## src/rtl/dffssr_pipe_if.sv

```systemverilog
// Bus bundle for dffssr_pipe: functional, scan and toggle-count controls in; pipeline outputs back.
// WIDTH and CNT_W must match the parameters of the attached dffssr_pipe instance.
interface dffssr_pipe_if #(
    parameter int WIDTH = 8,
    parameter int CNT_W = 16
);
    logic [WIDTH-1:0] D;
    logic             VLD_IN;
    logic             EN;
    logic             SETB;
    logic             RSTB;
    logic             SE;
    logic             SI;
    logic             TGL_EN;
    logic             TGL_CLR;
    logic [WIDTH-1:0] Q;
    logic [WIDTH-1:0] QN;
    logic             VLD_OUT;
    logic             SO;
    logic [CNT_W-1:0] TGL_CNT;

    modport master (
        output D, VLD_IN, EN, SETB, RSTB, SE, SI, TGL_EN, TGL_CLR,
        input  Q, QN, VLD_OUT, SO, TGL_CNT
    );

    modport slave (
        input  D, VLD_IN, EN, SETB, RSTB, SE, SI, TGL_EN, TGL_CLR,
        output Q, QN, VLD_OUT, SO, TGL_CNT
    );
endinterface

```

## src/rtl/dffssr_pipe.sv

```systemverilog
// DEPTH-stage, WIDTH-bit register pipeline with sync set/reset, clock enable, full scan chain,
// async reset and a saturating toggle counter on the output stage.
module dffssr_pipe #(
    parameter int WIDTH = 8,
    parameter int DEPTH = 3,
    parameter int CNT_W = 16
) (
    input logic          CLK,
    input logic          RST,
    dffssr_pipe_if.slave bus
);
    localparam int unsigned N     = WIDTH * DEPTH;
    localparam int unsigned PC_W  = $clog2(WIDTH + 1);
    localparam int unsigned ACC_W = ((CNT_W > PC_W) ? CNT_W : PC_W) + 1;

    typedef enum logic [2:0] {
        ACT_HOLD,
        ACT_SHIFT,
        ACT_SET,
        ACT_CLR,
        ACT_SCAN
    } act_t;

    act_t                        w_act;
    logic [DEPTH-1:0][WIDTH-1:0] r_stage;
    logic [DEPTH-1:0][WIDTH-1:0] w_stage_nxt;
    logic [DEPTH-1:0]            r_vld;
    logic [DEPTH-1:0]            w_vld_nxt;
    logic [N-1:0]                w_chain;
    logic [N-1:0]                w_chain_sh;
    logic [PC_W-1:0]             w_tgl;
    logic [ACC_W-1:0]            w_acc;
    logic [CNT_W-1:0]            r_cnt;
    logic [CNT_W-1:0]            w_cnt_nxt;

    always_comb begin
        w_act = ACT_HOLD;
        if (bus.SE) begin
            w_act = ACT_SCAN;
        end else if (!bus.SETB) begin
            w_act = ACT_SET;
        end else if (!bus.RSTB) begin
            w_act = ACT_CLR;
        end else if (bus.EN) begin
            w_act = ACT_SHIFT;
        end
    end

    // Flattened packed array puts stage0[0] at bit 0, so the scan chain is a plain left shift.
    assign w_chain = r_stage;

    always_comb begin
        w_chain_sh    = '0;
        w_chain_sh[0] = bus.SI;
        for (int unsigned k = 1; k < N; k++) begin
            w_chain_sh[k] = w_chain[k-1];
        end
    end

    always_comb begin
        w_stage_nxt = r_stage;
        w_vld_nxt   = r_vld;
        unique case (w_act)
            ACT_SCAN: begin
                w_stage_nxt = w_chain_sh;
            end
            ACT_SET: begin
                w_stage_nxt = '1;
                w_vld_nxt   = '0;
            end
            ACT_CLR: begin
                w_stage_nxt = '0;
                w_vld_nxt   = '0;
            end
            ACT_SHIFT: begin
                w_stage_nxt[0] = bus.D;
                w_vld_nxt[0]   = bus.VLD_IN;
                for (int unsigned i = 1; i < DEPTH; i++) begin
                    w_stage_nxt[i] = r_stage[i-1];
                    w_vld_nxt[i]   = r_vld[i-1];
                end
            end
            default: begin
            end
        endcase
    end

    // Toggles are counted on the output stage's next value, so every action source is included.
    always_comb begin
        w_tgl = '0;
        for (int unsigned b = 0; b < WIDTH; b++) begin
            w_tgl = w_tgl + PC_W'(w_stage_nxt[DEPTH-1][b] ^ r_stage[DEPTH-1][b]);
        end
    end

    assign w_acc = ACC_W'(r_cnt) + ACC_W'(w_tgl);

    always_comb begin
        w_cnt_nxt = r_cnt;
        if (bus.TGL_CLR) begin
            w_cnt_nxt = '0;
        end else if (bus.TGL_EN) begin
            if (|w_acc[ACC_W-1:CNT_W]) begin
                w_cnt_nxt = '1;
            end else begin
                w_cnt_nxt = w_acc[CNT_W-1:0];
            end
        end
    end

    always_ff @(posedge CLK or posedge RST) begin
        if (RST) begin
            r_stage <= '0;
            r_vld   <= '0;
            r_cnt   <= '0;
        end else begin
            r_stage <= w_stage_nxt;
            r_vld   <= w_vld_nxt;
            r_cnt   <= w_cnt_nxt;
        end
    end

    assign bus.Q       = r_stage[DEPTH-1];
    assign bus.QN      = ~r_stage[DEPTH-1];
    assign bus.VLD_OUT = r_vld[DEPTH-1];
    assign bus.SO      = r_stage[DEPTH-1][WIDTH-1];
    assign bus.TGL_CNT = r_cnt;
endmodule
```

## src/flat_wrapper.sv

```systemverilog
// flat-port wrapper written by rule: the top's interface ports become plain ports
module dffssr_pipe_flat 
#(
    parameter int WIDTH = 8,
    parameter int DEPTH = 3,
    parameter int CNT_W = 16
)
  (CLK, RST, bus_D, bus_VLD_IN, bus_EN, bus_SETB, bus_RSTB, bus_SE, bus_SI, bus_TGL_EN, bus_TGL_CLR, bus_Q, bus_QN, bus_VLD_OUT, bus_SO, bus_TGL_CNT);
  dffssr_pipe_if #(.WIDTH(WIDTH), .CNT_W(CNT_W)) bus_i ();
  input logic CLK;
  input logic RST;
  input wire logic [$bits(bus_i.D)-1:0] bus_D;
  input wire logic [$bits(bus_i.VLD_IN)-1:0] bus_VLD_IN;
  input wire logic [$bits(bus_i.EN)-1:0] bus_EN;
  input wire logic [$bits(bus_i.SETB)-1:0] bus_SETB;
  input wire logic [$bits(bus_i.RSTB)-1:0] bus_RSTB;
  input wire logic [$bits(bus_i.SE)-1:0] bus_SE;
  input wire logic [$bits(bus_i.SI)-1:0] bus_SI;
  input wire logic [$bits(bus_i.TGL_EN)-1:0] bus_TGL_EN;
  input wire logic [$bits(bus_i.TGL_CLR)-1:0] bus_TGL_CLR;
  output wire logic [$bits(bus_i.Q)-1:0] bus_Q;
  output wire logic [$bits(bus_i.QN)-1:0] bus_QN;
  output wire logic [$bits(bus_i.VLD_OUT)-1:0] bus_VLD_OUT;
  output wire logic [$bits(bus_i.SO)-1:0] bus_SO;
  output wire logic [$bits(bus_i.TGL_CNT)-1:0] bus_TGL_CNT;
  assign bus_i.D = bus_D;
  assign bus_i.VLD_IN = bus_VLD_IN;
  assign bus_i.EN = bus_EN;
  assign bus_i.SETB = bus_SETB;
  assign bus_i.RSTB = bus_RSTB;
  assign bus_i.SE = bus_SE;
  assign bus_i.SI = bus_SI;
  assign bus_i.TGL_EN = bus_TGL_EN;
  assign bus_i.TGL_CLR = bus_TGL_CLR;
  assign bus_Q = bus_i.Q;
  assign bus_QN = bus_i.QN;
  assign bus_VLD_OUT = bus_i.VLD_OUT;
  assign bus_SO = bus_i.SO;
  assign bus_TGL_CNT = bus_i.TGL_CNT;
  dffssr_pipe #(.WIDTH(WIDTH), .DEPTH(DEPTH), .CNT_W(CNT_W)) u_core (.CLK(CLK), .RST(RST), .bus(bus_i));
endmodule
```

## config.mk

```make
export PLATFORM = sky130hd
export DESIGN_NAME = dffssr_pipe_flat
export DESIGN_NICKNAME = d
export VERILOG_FILES = /design/src/rtl/dffssr_pipe_if.sv /design/src/rtl/dffssr_pipe.sv /design/src/flat_wrapper.sv
export SDC_FILE = /design/constraint.sdc
export NUM_CORES = 1
export LEC_CHECK = 0
export BUFFER_PORTS_ARGS = -buffer_cell sky130_fd_sc_hd__buf_2
export CAP_MARGIN = 0
export CORE_MARGIN = 5
export CORE_UTILIZATION = 45
export DETAILED_ROUTE_END_ITERATION = 10
export GPL_ROUTABILITY_DRIVEN = 0
export PLACE_DENSITY = 0.8
export SYNTH_ARGS = -nofsm -noshare
export SYNTH_HDL_FRONTEND = slang
export SYNTH_SLANG_ARGS = --single-unit
```

## constraint.sdc

```tcl
create_clock -name CLK -period 4.35 [get_ports CLK]
set_clock_uncertainty 0.05 [all_clocks]
set_input_delay 0.2175 -clock CLK [delete_from_list [all_inputs] [get_ports CLK]]
set_output_delay 0.2175 -clock CLK [all_outputs]
set_load 0.01 [all_outputs]
```

==> impl_metrics.env <==
export IMPL_status="finished, violations left"
export IMPL_violations="hold timing, setup timing"
export IMPL_peakVddDrop_mv=0.2742
export IMPL_grt_max_degree=44
export IMPL_p_total_mw=1.781
export IMPL_grt_remaining_overflow=0
export IMPL_fin_ws_ns=-0.3188
export IMPL_crit_chain="a221o_1 > mux2i_2 > fa_1 > inv_1 > fa_1 > inv_2 > fa_1 > inv_2 > ha_4 > fa_2 > inv_2 > fa_2 > nand2b_4 > a21boi_4 > o21bai_1 > a311oi_1"
export IMPL_cts_hold_buf=0
export IMPL_synth_edf_count=0
export IMPL_power_density_nw_per_um2=516.4
export IMPL_ys_warn_count=0
export IMPL_cts_buffers=5
export IMPL_max_clock_freq_mhz=214.2
export IMPL_placed_area_um2=3161
export IMPL_async_flop_share_pct=100.0
export IMPL_vias_per_cell=5.573
export IMPL_dp_hpwl_um=4638
export IMPL_hold_viol=6
export IMPL_critPathKind="reg2reg"
export IMPL_critPathCaptureType="flop"
export IMPL_clock_sinks=43
export IMPL_antenna_found_initial=0
export IMPL_final_cells=429
export IMPL_yosysTopAreaCell="dfrtp_1"
export IMPL_maxSlewViolCount=0
export IMPL_drive_gt1_share_pct=38.94
export IMPL_synth_seq_cells=43
export IMPL_ff2ff_setup_slack_ns=-0.32
export IMPL_synth_area_top_cells="dfrtp_1 41%, nor2_1 7.3%, a221oi_1 5.4%"
export IMPL_io_pins=52
export IMPL_setup_viol=16
export IMPL_r2r_end="u_core.bus.TGL_CNT[11]"
export IMPL_worst_ep_required_time_ns=4.50
export IMPL_core_area_um2=5574
export IMPL_crit_buf_inv=4
export IMPL_die_h_um=86.16
export IMPL_fin_tns_setup_ns=-4.110
export IMPL_dieArea_um2=7423
export IMPL_hold_ws_ns=-0.003961
export IMPL_critPathSlowestCell="fa_2"
export IMPL_start_util_pct=46.82
export IMPL_tightest_slew_ns=0.5825
export IMPL_initialDrtViolationCount=153
export IMPL_synth_nets=307
export IMPL_wire_per_inst_um=15.77
export IMPL_cts_max_level=2
export IMPL_netlist_area_leader_share_pct=41.23
export IMPL_min_path_type="in2async"
export IMPL_ys_flop_type="dfrtp_1"
export IMPL_first_pass_iters=5
export IMPL_crit_arrival_ns=4.82
export IMPL_syn_to_final_growth_pct=32.17
export IMPL_cts_buffer_depth=2
export IMPL_drcViolationCount=0
export IMPL_syn_cell_area_um2=2610
export IMPL_rr_startpoint="u_core.bus.Q[5]"
export IMPL_synthCells=277
export IMPL_grt_total_usage_pct=18.52
export IMPL_synth_area_per_cell_um2=9.422
export IMPL_insertedDiodeCount=0
export IMPL_via_count=2391
export IMPL_rsz0062_at_grt="true"
export IMPL_grt_pass1_wl_um=11070
export IMPL_rows=27
export IMPL_critPathMaxStageDelay_ns=0.54
export IMPL_drtAntennaViolNets=0
export IMPL_root_buffer="clkbuf_8"
export IMPL_rr_worst_depth=16
export IMPL_n_fill_cell=463
export IMPL_cap_violations=0
export IMPL_leakagePower_nw=1.609
export IMPL_relSlewSlack_pct=60.87
export IMPL_drt_total_wl_um=6767
export IMPL_cp_max_fo=4
export IMPL_cts_tree="built"
export IMPL_start_kind="flop"
export IMPL_yosysUniqueCellTypes=44
export IMPL_grt_pass1_vias=2369
export IMPL_nets=386
export IMPL_die_w_um=86.16
export IMPL_fin_crit_sh_pct=107.3
export IMPL_final_area_um2=3450
export IMPL_min_period_ns=4.669
export IMPL_seq_area_frac_synth_pct=41.23
export IMPL_placed_cells=411
export IMPL_critPathTopFamily="adder cells"
export IMPL_clk_pin_slew_ns=0.09
export IMPL_clock_latency_ns=0.30
export IMPL_port_buffer_count=51
-- area by class of cell --
class	count	area, µm²	share of cell area (%)
inverter	25	93.84	2.720
multi-input combinational	188	1479	42.87
timing repair buffer	93	574.3	16.65
tap	72	90.09	2.612
clock inverter	3	67.56	1.959
sequential	43	1076	31.19
clock buffer	5	68.82	1.995
-- flip-flops by register name (all words and copies together), names as in the netlist --
name                flops
u_core.r_vld            3
u_core.bus.TGL_CNT     16
u_core.r_stage         16
u_core.bus.Q            8
-- per-stage QoR --
| stage | util [%] | setup WS (ns) |
|---|---|---|
| final | 61.89 | -0.3188 |
| after global routing | 61.89 | -0.4743 |
| after CTS | 60.16 | -0.2787 |
| after detailed placement | 56.70 | -0.4806 |
| after global placement | 56.70 | -0.4009 |
| after floorplan | - | -0.4706 |
-- cells by family (layout without fill, tap and decap cells) --
kind of cell / count (synthesis) / after routing / share of synthesized area (%)
adders and majority gates: 12 / 12 / 7.191
and+or+nand+nor: 86 / 86 / 16.30
muxes: 8 / 8 / 3.212
xor gates and xnor gates: 3 / 3 / 1.007
AOI/OAI and AO/OA: 77 / 79 / 22.20
buffers and inverters: 48 / 126 / 8.869
DFF: 43 / 43 / 41.23
-- worst min-delay path: stages --
cell and delay [ns]:
buf_2 0.09, inv_1 0.04, buf_4 0.45
-- worst max path at each step --
stage                               start                      to  depth (start not counted)  slack, ns
after global placement             bus_EN  u_core.bus.TGL_CNT[10]                         19      -0.40
after global routing      u_core.bus.Q[5]  u_core.bus.TGL_CNT[11]                         16      -0.47
after CTS                 u_core.bus.Q[5]  u_core.bus.TGL_CNT[15]                         16      -0.28
after floorplan                    bus_EN   u_core.bus.TGL_CNT[5]                         20      -0.47
after detailed placement           bus_EN  u_core.bus.TGL_CNT[10]                         19      -0.48
final                     u_core.bus.Q[5]  u_core.bus.TGL_CNT[11]                         16      -0.32
-- layer usage --
layer / vias to the layer above / part of all wire [%] / global-route usage (%)
met3: 14 / 5.3 / 3.362
met1: 1157 / 44 / 24.28
met5: - / 0 / 0
met4: 0 / 1.7 / 6.906
met2: 67 / 49 / 30.41
li1: 1153 / - / -
-- synth_stat cells, types with 7 or more instances --
library cell	number
ha_1	7
a311oi_1	8
o21ai_0	8
a31oi_1	7
clkbuf_1	7
buf_4	10
a221o_1	8
inv_1	25
a21oi_1	11
a21boi_0	8
a221oi_1	16
dfrtp_1	43
nor2_1	51
nand2_1	11
-- report_power, final --
| part | leakage, nW | internal (mW) | switching (mW) | total, mW |
|---|---|---|---|---|
| registers | 0.544 | 0.443 | 0.0429 | 0.485 |
| clock network | 0.0644 | 0.229 | 0.146 | 0.375 |
| logic | 1.00 | 0.456 | 0.464 | 0.921 |
-- cells in the final DEF, fill, tap and decap left out, types with 2 or more instances in the layout --
cell type  synthesis  routed
clkbuf_8           0       5
nor2_1            51      50
inv_1             25      22
xor2_1             2       2
a211oi_2           0       3
a21boi_0           8       7
o21ai_4            0       2
bufinv_16          0       2
mux2i_1            5       4
a21oi_2            0       3
a21oi_1           11       7
buf_2              5      51
a221oi_1          16      16
a311oi_2           0       3
and3_1             2       2
dfrtp_1           43      43
ha_1               7       6
mux2_2             3       3
a221o_1            8       8
fa_2               0       2
a311oi_1           8       5
o21ai_1            0       2
nor2b_1            5       4
nand3_2            1       2
a21oi_4            0       2
o21ai_0            8       5
fa_1               5       3
nand2_1           11      11
a31oi_1            7       7
or3_1              2       2
buf_4             10      41
nor3_1             3       3
inv_2              0       3
-- what timing repair did --
action                                  4_1_cts  5_1_grt
pin swaps                                    20       12
resized for setup                             5       13
hold endpoints to repair                      0        0
endpoints found under the setup margin       16       16
cloned                                        2        0
buffers inserted                              4        4
Power figures use the tool's default switching activity.
